`src/rtl/cycle_scheduler.sv`:
```
// Two-requester round-robin scheduler that runs a three-phase cycle (P0, P1, P2) followed by a
// one-cycle FIN. Phase lengths are latched at grant; all outputs are registered.
module cycle_scheduler #(
  parameter int unsigned CNT_W = 5
) (
  input  logic             clk_i,
  input  logic             rst_ni,
  input  logic [1:0]       req_i,
  input  logic             abort_i,
  input  logic [CNT_W-1:0] p0_len_i,
  input  logic [CNT_W-1:0] p1_len_i,
  input  logic [CNT_W-1:0] p2_len_i,
  output logic [1:0]       gnt_o,
  output logic [1:0]       phase_o,
  output logic             busy_o,
  output logic             done_o,
  output logic             done_id_o,
  output logic             aborted_o
);

  typedef enum logic [2:0] {StIdle, StPh0, StPh1, StPh2, StFin} state_e;

  state_e           state_q;
  logic [CNT_W-1:0] cnt_q;
  logic [CNT_W-1:0] len0_q, len1_q, len2_q;
  logic             owner_q;
  logic             last_q;

  logic [CNT_W-1:0] cur_len;
  logic [CNT_W:0]   cnt_inc;
  logic             phase_end;
  logic             grant_idx;

  always_comb begin
    cur_len = '0;
    case (state_q)
      StPh0:   cur_len = len0_q;
      StPh1:   cur_len = len1_q;
      StPh2:   cur_len = len2_q;
      default: cur_len = '0;
    endcase
  end

  // Extended by one bit so the compare cannot wrap; L=0 ends the phase after one cycle.
  assign cnt_inc   = {1'b0, cnt_q} + {{CNT_W{1'b0}}, 1'b1};
  assign phase_end = cnt_inc >= {1'b0, cur_len};

  // Lone requester wins; on contention the one not served last wins.
  assign grant_idx = req_i[1] & (~req_i[0] | ~last_q);

  always_ff @(posedge clk_i or negedge rst_ni) begin
    if (!rst_ni) begin
      state_q   <= StIdle;
      cnt_q     <= '0;
      len0_q    <= '0;
      len1_q    <= '0;
      len2_q    <= '0;
      owner_q   <= 1'b0;
      last_q    <= 1'b1;
      gnt_o     <= 2'b00;
      phase_o   <= 2'd0;
      busy_o    <= 1'b0;
      done_o    <= 1'b0;
      done_id_o <= 1'b0;
      aborted_o <= 1'b0;
    end else begin
      done_o    <= 1'b0;
      aborted_o <= 1'b0;
      case (state_q)
        StIdle: begin
          if (req_i != 2'b00 && !abort_i) begin
            state_q <= StPh0;
            cnt_q   <= '0;
            len0_q  <= p0_len_i;
            len1_q  <= p1_len_i;
            len2_q  <= p2_len_i;
            owner_q <= grant_idx;
            last_q  <= grant_idx;
            gnt_o   <= grant_idx ? 2'b10 : 2'b01;
            phase_o <= 2'd1;
            busy_o  <= 1'b1;
          end
        end
        StPh0, StPh1, StPh2: begin
          if (abort_i) begin
            state_q   <= StIdle;
            cnt_q     <= '0;
            gnt_o     <= 2'b00;
            phase_o   <= 2'd0;
            busy_o    <= 1'b0;
            aborted_o <= 1'b1;
          end else if (phase_end) begin
            cnt_q <= '0;
            case (state_q)
              StPh0: begin
                state_q <= StPh1;
                phase_o <= 2'd2;
              end
              StPh1: begin
                state_q <= StPh2;
                phase_o <= 2'd3;
              end
              default: begin
                state_q   <= StFin;
                phase_o   <= 2'd0;
                done_o    <= 1'b1;
                done_id_o <= owner_q;
              end
            endcase
          end else begin
            cnt_q <= cnt_inc[CNT_W-1:0];
          end
        end
        StFin: begin
          state_q <= StIdle;
          gnt_o   <= 2'b00;
          phase_o <= 2'd0;
          busy_o  <= 1'b0;
        end
        default: begin
          state_q <= StIdle;
          gnt_o   <= 2'b00;
          phase_o <= 2'd0;
          busy_o  <= 1'b0;
        end
      endcase
    end
  end

endmodule
```
`config.mk`:
```
export PLATFORM = sky130hd
export DESIGN_NAME = cycle_scheduler
export DESIGN_NICKNAME = d
export VERILOG_FILES = /design/src/rtl/cycle_scheduler.sv
export SDC_FILE = /design/constraint.sdc
export NUM_CORES = 1
export LEC_CHECK = 0
export CORE_ASPECT_RATIO = 0.5
export CORE_MARGIN = 8
export CORE_UTILIZATION = 44
export CTS_BUF_LIST = sky130_fd_sc_hd__clkbuf_4
export CTS_CLUSTER_SIZE = 25
export DETAILED_ROUTE_END_ITERATION = 8
export GPL_ROUTABILITY_DRIVEN = 0
export PLACE_DENSITY = 0.65
export REMOVE_ABC_BUFFERS = 1
export SLEW_MARGIN = 20
export SYNTH_ARGS = -nofsm -noshare
export SYNTH_HDL_FRONTEND = slang
export SYNTH_SLANG_ARGS = --single-unit
```
`constraint.sdc`:
```
create_clock -name clk_i -period 3.76 [get_ports clk_i]
set_input_delay 0.752 -clock clk_i [delete_from_list [all_inputs] [get_ports clk_i]]
set_output_delay 0.752 -clock clk_i [all_outputs]
set_load 0.03 [all_outputs]
```
==> out/metrics.cfg <==
[sta]
maxSlewHeadroom_pct = 59.5
setup_slack_ns = 0.688
hold_slack_ns = 0.468
period_minus_slack_ns = 3.07
setup_viol_count_final = 0
hold_viol = 0
drv_slew = 0
finalCritPeriodShare_pct = 81.7
finClkSkew_ns = 0.00899
max_freq_mhz = 326
rsz0062_at_grt = false
tightestPinTransition_ns = 0.604
setup_tns_ns = 0

[final_layout]
antenna_cells = 0
fin_area_mm2 = 0.00193
finalNetCount = 215
area_delta_synth_final_pct = 20.2
drive_gt1_share_pct = 14.2

[yosys]
netlist_instances = 164
yosys_warnings = 0
netlist_top_cells_count = nand2_1 (54), dfrtp_1 (30), mux2_2 (7), ha_1 (6)
yosys.area.top_type = dfrtp_1
yosysTopAreaCellShare_pct = 46.7
synthArstFlopShare_pct = 100
synth_seq_cells = 31
synthDistinctLibCells = 38
synth_area_leaders = dfrtp_1 (47%), nand2_1 (13%), mux2_2 (4.9%)
synth.most_common_cell = nand2_1
syn_area_per_cell_um2 = 9.80
synth_edf_count = 0
synthFlopType = dfrtp_1
yosysSeqAreaShare_pct = 48.4
synth.cell_area_mm2 = 0.00161

[grt]
grt_pass1_vias = 1263
grt_max_degree = 32
antenna_found_initial = 0
grt_pass1_wl_um = 5950
grt.overflow.total = 0
grtUsageTotal_pct = 12.8

[power_and_ir_drop]
total_leakage_power_nw = 0.913
vdd_drop_max_uv = 242
pwr_density_cell_mw_per_mm2 = 705
power.total_mw = 1.36

[placed_design]
pre_cts_slack_ns = 0.710
io_buffers = 27
dp_hpwl_um = 2400
place_area_mm2 = 0.00187

[setup_path]
endpoint_kind = flop
critPathTopFamily = simple AND/OR/NAND/NOR gates
critPathMaxStageDelay_ns = 0.64
crit_path_top_delay_cell = dfrtp_1
critPathKind = flop to flop
reg2reg_slack_ns = 0.69
start_kind = flop
worstPathRequired_ns = 3.98
crit_arrival_ns = 3.29
cp_cell_sequence = nor2b_1, a22oi_1, or2_2, ha_1, and2_4, a221oi_2, and3b_1, nand2_4, mux2_4
cp.buffers_inverters = 0
critPathMaxFanout = 14

[drt]
first_pass_iters = 4
vias_per_cell = 4.77
post_drt_wl_per_cell_um = 13.7
drc_errors = 0
ant_nets = 0
drt-total-wl_um = 3300
drt_iter0_drc = 46
via_count = 1149

[floorplan]
core_mm2 = 0.00347
core.rowCount = 15
die-area_mm2 = 0.00596
io_pins = 28
start_util_pct = 46.3
die_h_um = 58.7
die_w_um = 101

[cts]
clock_path_buffers = 2
post_cts_buffers = 0
postCtsHoldBufs = 0
clk_pin_slew_worst_paths_ns = 0.10
root_buffer = clkbuf_4
cts-htree-levels = 2
clk_latency_ns = 0.33
cts_buffers = 5
cts_sinks = 31
ctsResizeCount = 0
cts_tree = built

[hold_path]
hp-class = flop to flop

[status]
status = finished, final reports clean

[job]
maxCapViolCount = 0

where the power goes:
part	switching [mW]	internal (mW)	total, mW	leakage (nW)
combinational	0.327	0.276	0.603	0.480
sequential	0.0926	0.458	0.551	0.396
clock	0.112	0.0961	0.208	0.0368
worst min-delay path: stages, from the launching register on:
cell	delay, ns
dfstp_2	0.38
nand2_1	0.05
nand2_1	0.05
cells by family after synthesis:
family	synth area share, %
simple gates	21.8
buf+inv	5.45
fa+ha+maj	4.67
compound gates	11.0
xor+xnor	1.64
mux	7.09
flops	48.4
layer usage:
| layer | wire length, um | global-route usage, % |
|---|---|---|
| met1 | 1720 | 16.1 |
| met2 | 1410 | 19.3 |
| met3 | 107 | 3.53 |
| met4 | 59 | 6.92 |
| met5 | 0 | 0 |
per-stage QoR:
step           utilization (%)  instances
2_1_floorplan                -        153
3_3_place_gp              53.9        233
3_5_place_dp              53.9        233
4_1_cts                   55.6        241
5_1_grt                   55.6        241
6_report                  55.6        241
state kept, by name, summed over array words and instances, names as in the netlist:
signal / count
last_q: 1
len2_q: 5
done_id_o: 1
done_o: 1
aborted_o: 1
busy_o: 1
cnt_q: 5
len0_q: 5
state_q: 2
owner_q: 1
len1_q: 5
gnt_o: 2
phase_o: 1
cell usage in the layout, fill, tap and decap left out, drive strengths merged, types with 2 or more instances in the layout:
master,count
xnor2,2
mux2i,2
a21boi,2
nand3,4
ha,6
buf,2
clkbuf,8
clkdlybuf4s50,27
nand2,55
dfrtp,30
o21ai,5
nor2,5
a32o,3
or2,4
nand2b,2
mux2,8
a22oi,5
or3,2
a21oi,3
path summary, 6_finish.rpt:
kind | startpoint | to | cells past startpoint
hold reg to reg | last_q$_DFFE_PN1P_ | last_q$_DFFE_PN1P_ | 2
min in group asynchronous | rst_ni | len2_q[1]$_DFFE_PN0P_ | 2
max in group asynchronous | rst_ni | last_q$_DFFE_PN1P_ | 2
hold / removal | last_q$_DFFE_PN1P_ | last_q$_DFFE_PN1P_ | 2
setup reg to reg | state_q[1]$_DFFE_PN0P_ | phase_o[0]$_DFFE_PN0P_ | 9
setup / recovery | state_q[1]$_DFFE_PN0P_ | phase_o[0]$_DFFE_PN0P_ | 9
layout make-up:
| cell class | instances | area, um^2 |
|---|---|---|
| inverter | 1 | 3.75 |
| sequential | 31 | 777 |
| tap | 51 | 63.8 |
| timing repair buffer | 29 | 285 |
| multi-input combinational | 121 | 742 |
| fill | 337 | 1540 |
| clock buffer | 8 | 60.1 |
Note: power is estimated with default switching activity, not from simulation.
==> RTL change, RTL diff (same settings) <==
Reset style: synchronous (`rst_ni`), changed in one clocked block.
--- a/src/rtl/cycle_scheduler.sv
+++ b/src/rtl/cycle_scheduler.sv
@@ -48,7 +48,7 @@
   // Lone requester wins; on contention the one not served last wins.
   assign grant_idx = req_i[1] & (~req_i[0] | ~last_q);
 
-  always_ff @(posedge clk_i or negedge rst_ni) begin
+  always_ff @(posedge clk_i) begin
     if (!rst_ni) begin
       state_q   <= StIdle;
       cnt_q     <= '0;
Function: differs if rst_ni is asserted again (counterexample within 4 cycles, from zero or initial values and one cycle with rst_ni low); with rst_ni held inactive, the same outputs for 10 cycles.
==> RTL change against the unedited design <==
- cell area is 0.84% lower
- routed wire length is 1.4% higher
- setup slack better by 0.44 ns
- largest cell class is now multi-input gates
- critical path depth stayed put
- final cell count is 5.8% higher
- critical path type unchanged
- sequential cell count stayed put
- first-iteration DRC count is 24% lower
- non-clock buffer count is 1 lower
- area after synthesis is 2.5% lower
Power is not compared: it rests on default switching activity, and its combinational part moved more than twofold at a synthesized area within 25%.
==> RTL change: results (changes against the unedited design) <==
global_routing:
  grt_pass1_wl_mm: 5.98  # was 5.95 mm
  grt_max_degree: 26  # was 32
  track_usage_pct: 13.1  # was 12.8%
  grt_pass1_vias: 1262  # was 1,263
  grt_antenna_before_repair: 0  # unchanged
routing:
  drt_iter0_markers: 35  # was 46
  wl_per_cell_um: 13.1  # was 13.7 um
  routed_via_density: 5.01  # was 4.77
  drt_pass1_iterations: 4  # unchanged
layout:
  final_layout_size_suffix_gt1_share_pct: 8.33  # was 14.2%
  final_net_count: 229  # was 215
outcome:
  outcome: "finished, final reports clean"  # unchanged
setup_path:
  crit_fanout: 13  # was 14
  arrival_ns: 2.88  # was 3.29 ns
  critPathMaxStageDelay_ns: 0.67  # was 0.64 ns
  cpMaxStageDelayCell: "dfxtp_1"  # was dfrtp_1
synthesis:
  synth_area_leaders: "dfxtp_1 40%, nand2_1 11%, a21boi_1 8.6%"  # was dfrtp_1 47%, nand2_1 13%, mux2_2 4.9%
  yosysSeqAreaShare_pct: 39.6  # was 48.4%
  synth_adder_area_share_pct: 4.79  # was 4.67%
  synth_cell_types: 42  # was 38
  synth-compound-area-share_pct: 20.8  # was 11.0%
  yosys.area_share.xor_xnor_pct: 1.12  # was 1.64%
  synthMuxAreaShare_pct: 3.59  # was 7.09%
  synth_commonest_cells: "46 x nand2_1, 31 x dfxtp_1, 18 x a21boi_1"  # was 54 x nand2_1, 30 x dfrtp_1, 7 x mux2_2
  synthArstFlopShare_pct: 0  # was 100%
pwr:
  p_leak_uw: 0.000750
  swShare_pct: 25.9
  seq_power_share_pct: 49.7
timing:
  worst_slew_pin_slew_ns: 0.687  # was 0.604 ns
  fin_skew_ns: 0.00410  # was 0.00899 ns
clock_network:
  clk_latency_ns: 0.34
  cts-resized-gates: 0  # unchanged
  cts.clk_slew.worst_paths_ns: 0.10  # about the same
  clockBufferDepth: 2  # unchanged
  root_buffer: "clkbuf_4"  # unchanged
  post_cts_buffers: 0  # unchanged
  numCtsBuffers: 5  # unchanged
place:
  dp_hpwl_mm: 2.43  # was 2.40 mm
hold_path:
  hp-class: "reg -> reg"  # unchanged
[RTL change: cell count changes after synthesis, sizes merged, moves of 3 or more]
cell and delta:
nand2 -9, a22o +5, dfrtp -30, or2 -3, dfxtp +31, nand3 +3
a22oi -3, mux2 -3, a21boi +16, nor2b +3
[RTL change: final cells by class]
cell class	count	area, um2
Fill cell	336	1500
Timing Repair Buffer	28	278
Inverter	3	11.3
Clock buffer	5	37.5
Tap cell	51	63.8
Multi-Input combinational cell	134	866
Clock inverter	3	38.8
Sequential cell	31	621
[RTL change: critical path: cells and delay by family, from the launching register on]
kind	cells	cell delay [ns]
adders and majority gates	1	0.29
AOI/OAI and AO/OA	4	0.89
buffers and inverters	1	0.05
DFF	1	0.67
and+or+nand+nor	3	0.62
[RTL change: path summary, 6_finish.rpt]
| check | end | slack, ns | startpoint | cells after the start |
|---|---|---|---|---|
| max | cnt_q[1] | 1.12 | phase_o[0] | 9 |
| max reg2reg | cnt_q[1] | 1.12 | phase_o[0] | 9 |
| min reg2reg | len1_q[4] | 0.46 | len1_q[4] | 2 |
| min | len1_q[4] | 0.46 | len1_q[4] | 2 |
[RTL change: stage by stage]
stage / hold slack, ns / area [um2] / setup WS [ns] / std cells / total power, uW
finish: 0.456 / 1920 / 1.12 / 255 / 716
global route: 0.481 / 1920 / 0.881 / 255 / 754
CTS: 0.457 / 1920 / 1.12 / 255 / 723
detailed placement: 0.444 / 1840 / 1.18 / 247 / 466
global placement: 0.443 / 1840 / 1.21 / 247 / 464
floorplan: 0.431 / 1500 / 1.26 / 168 / 418
[RTL change: layer usage]
metal	vias to the layer above	global-route usage, %	wire length [um]
met5	-	0	0
met4	0	7.45	68
met3	7	4.30	89
met2	20	18.2	1380
met1	579	17.2	1810
li1	671	-	-
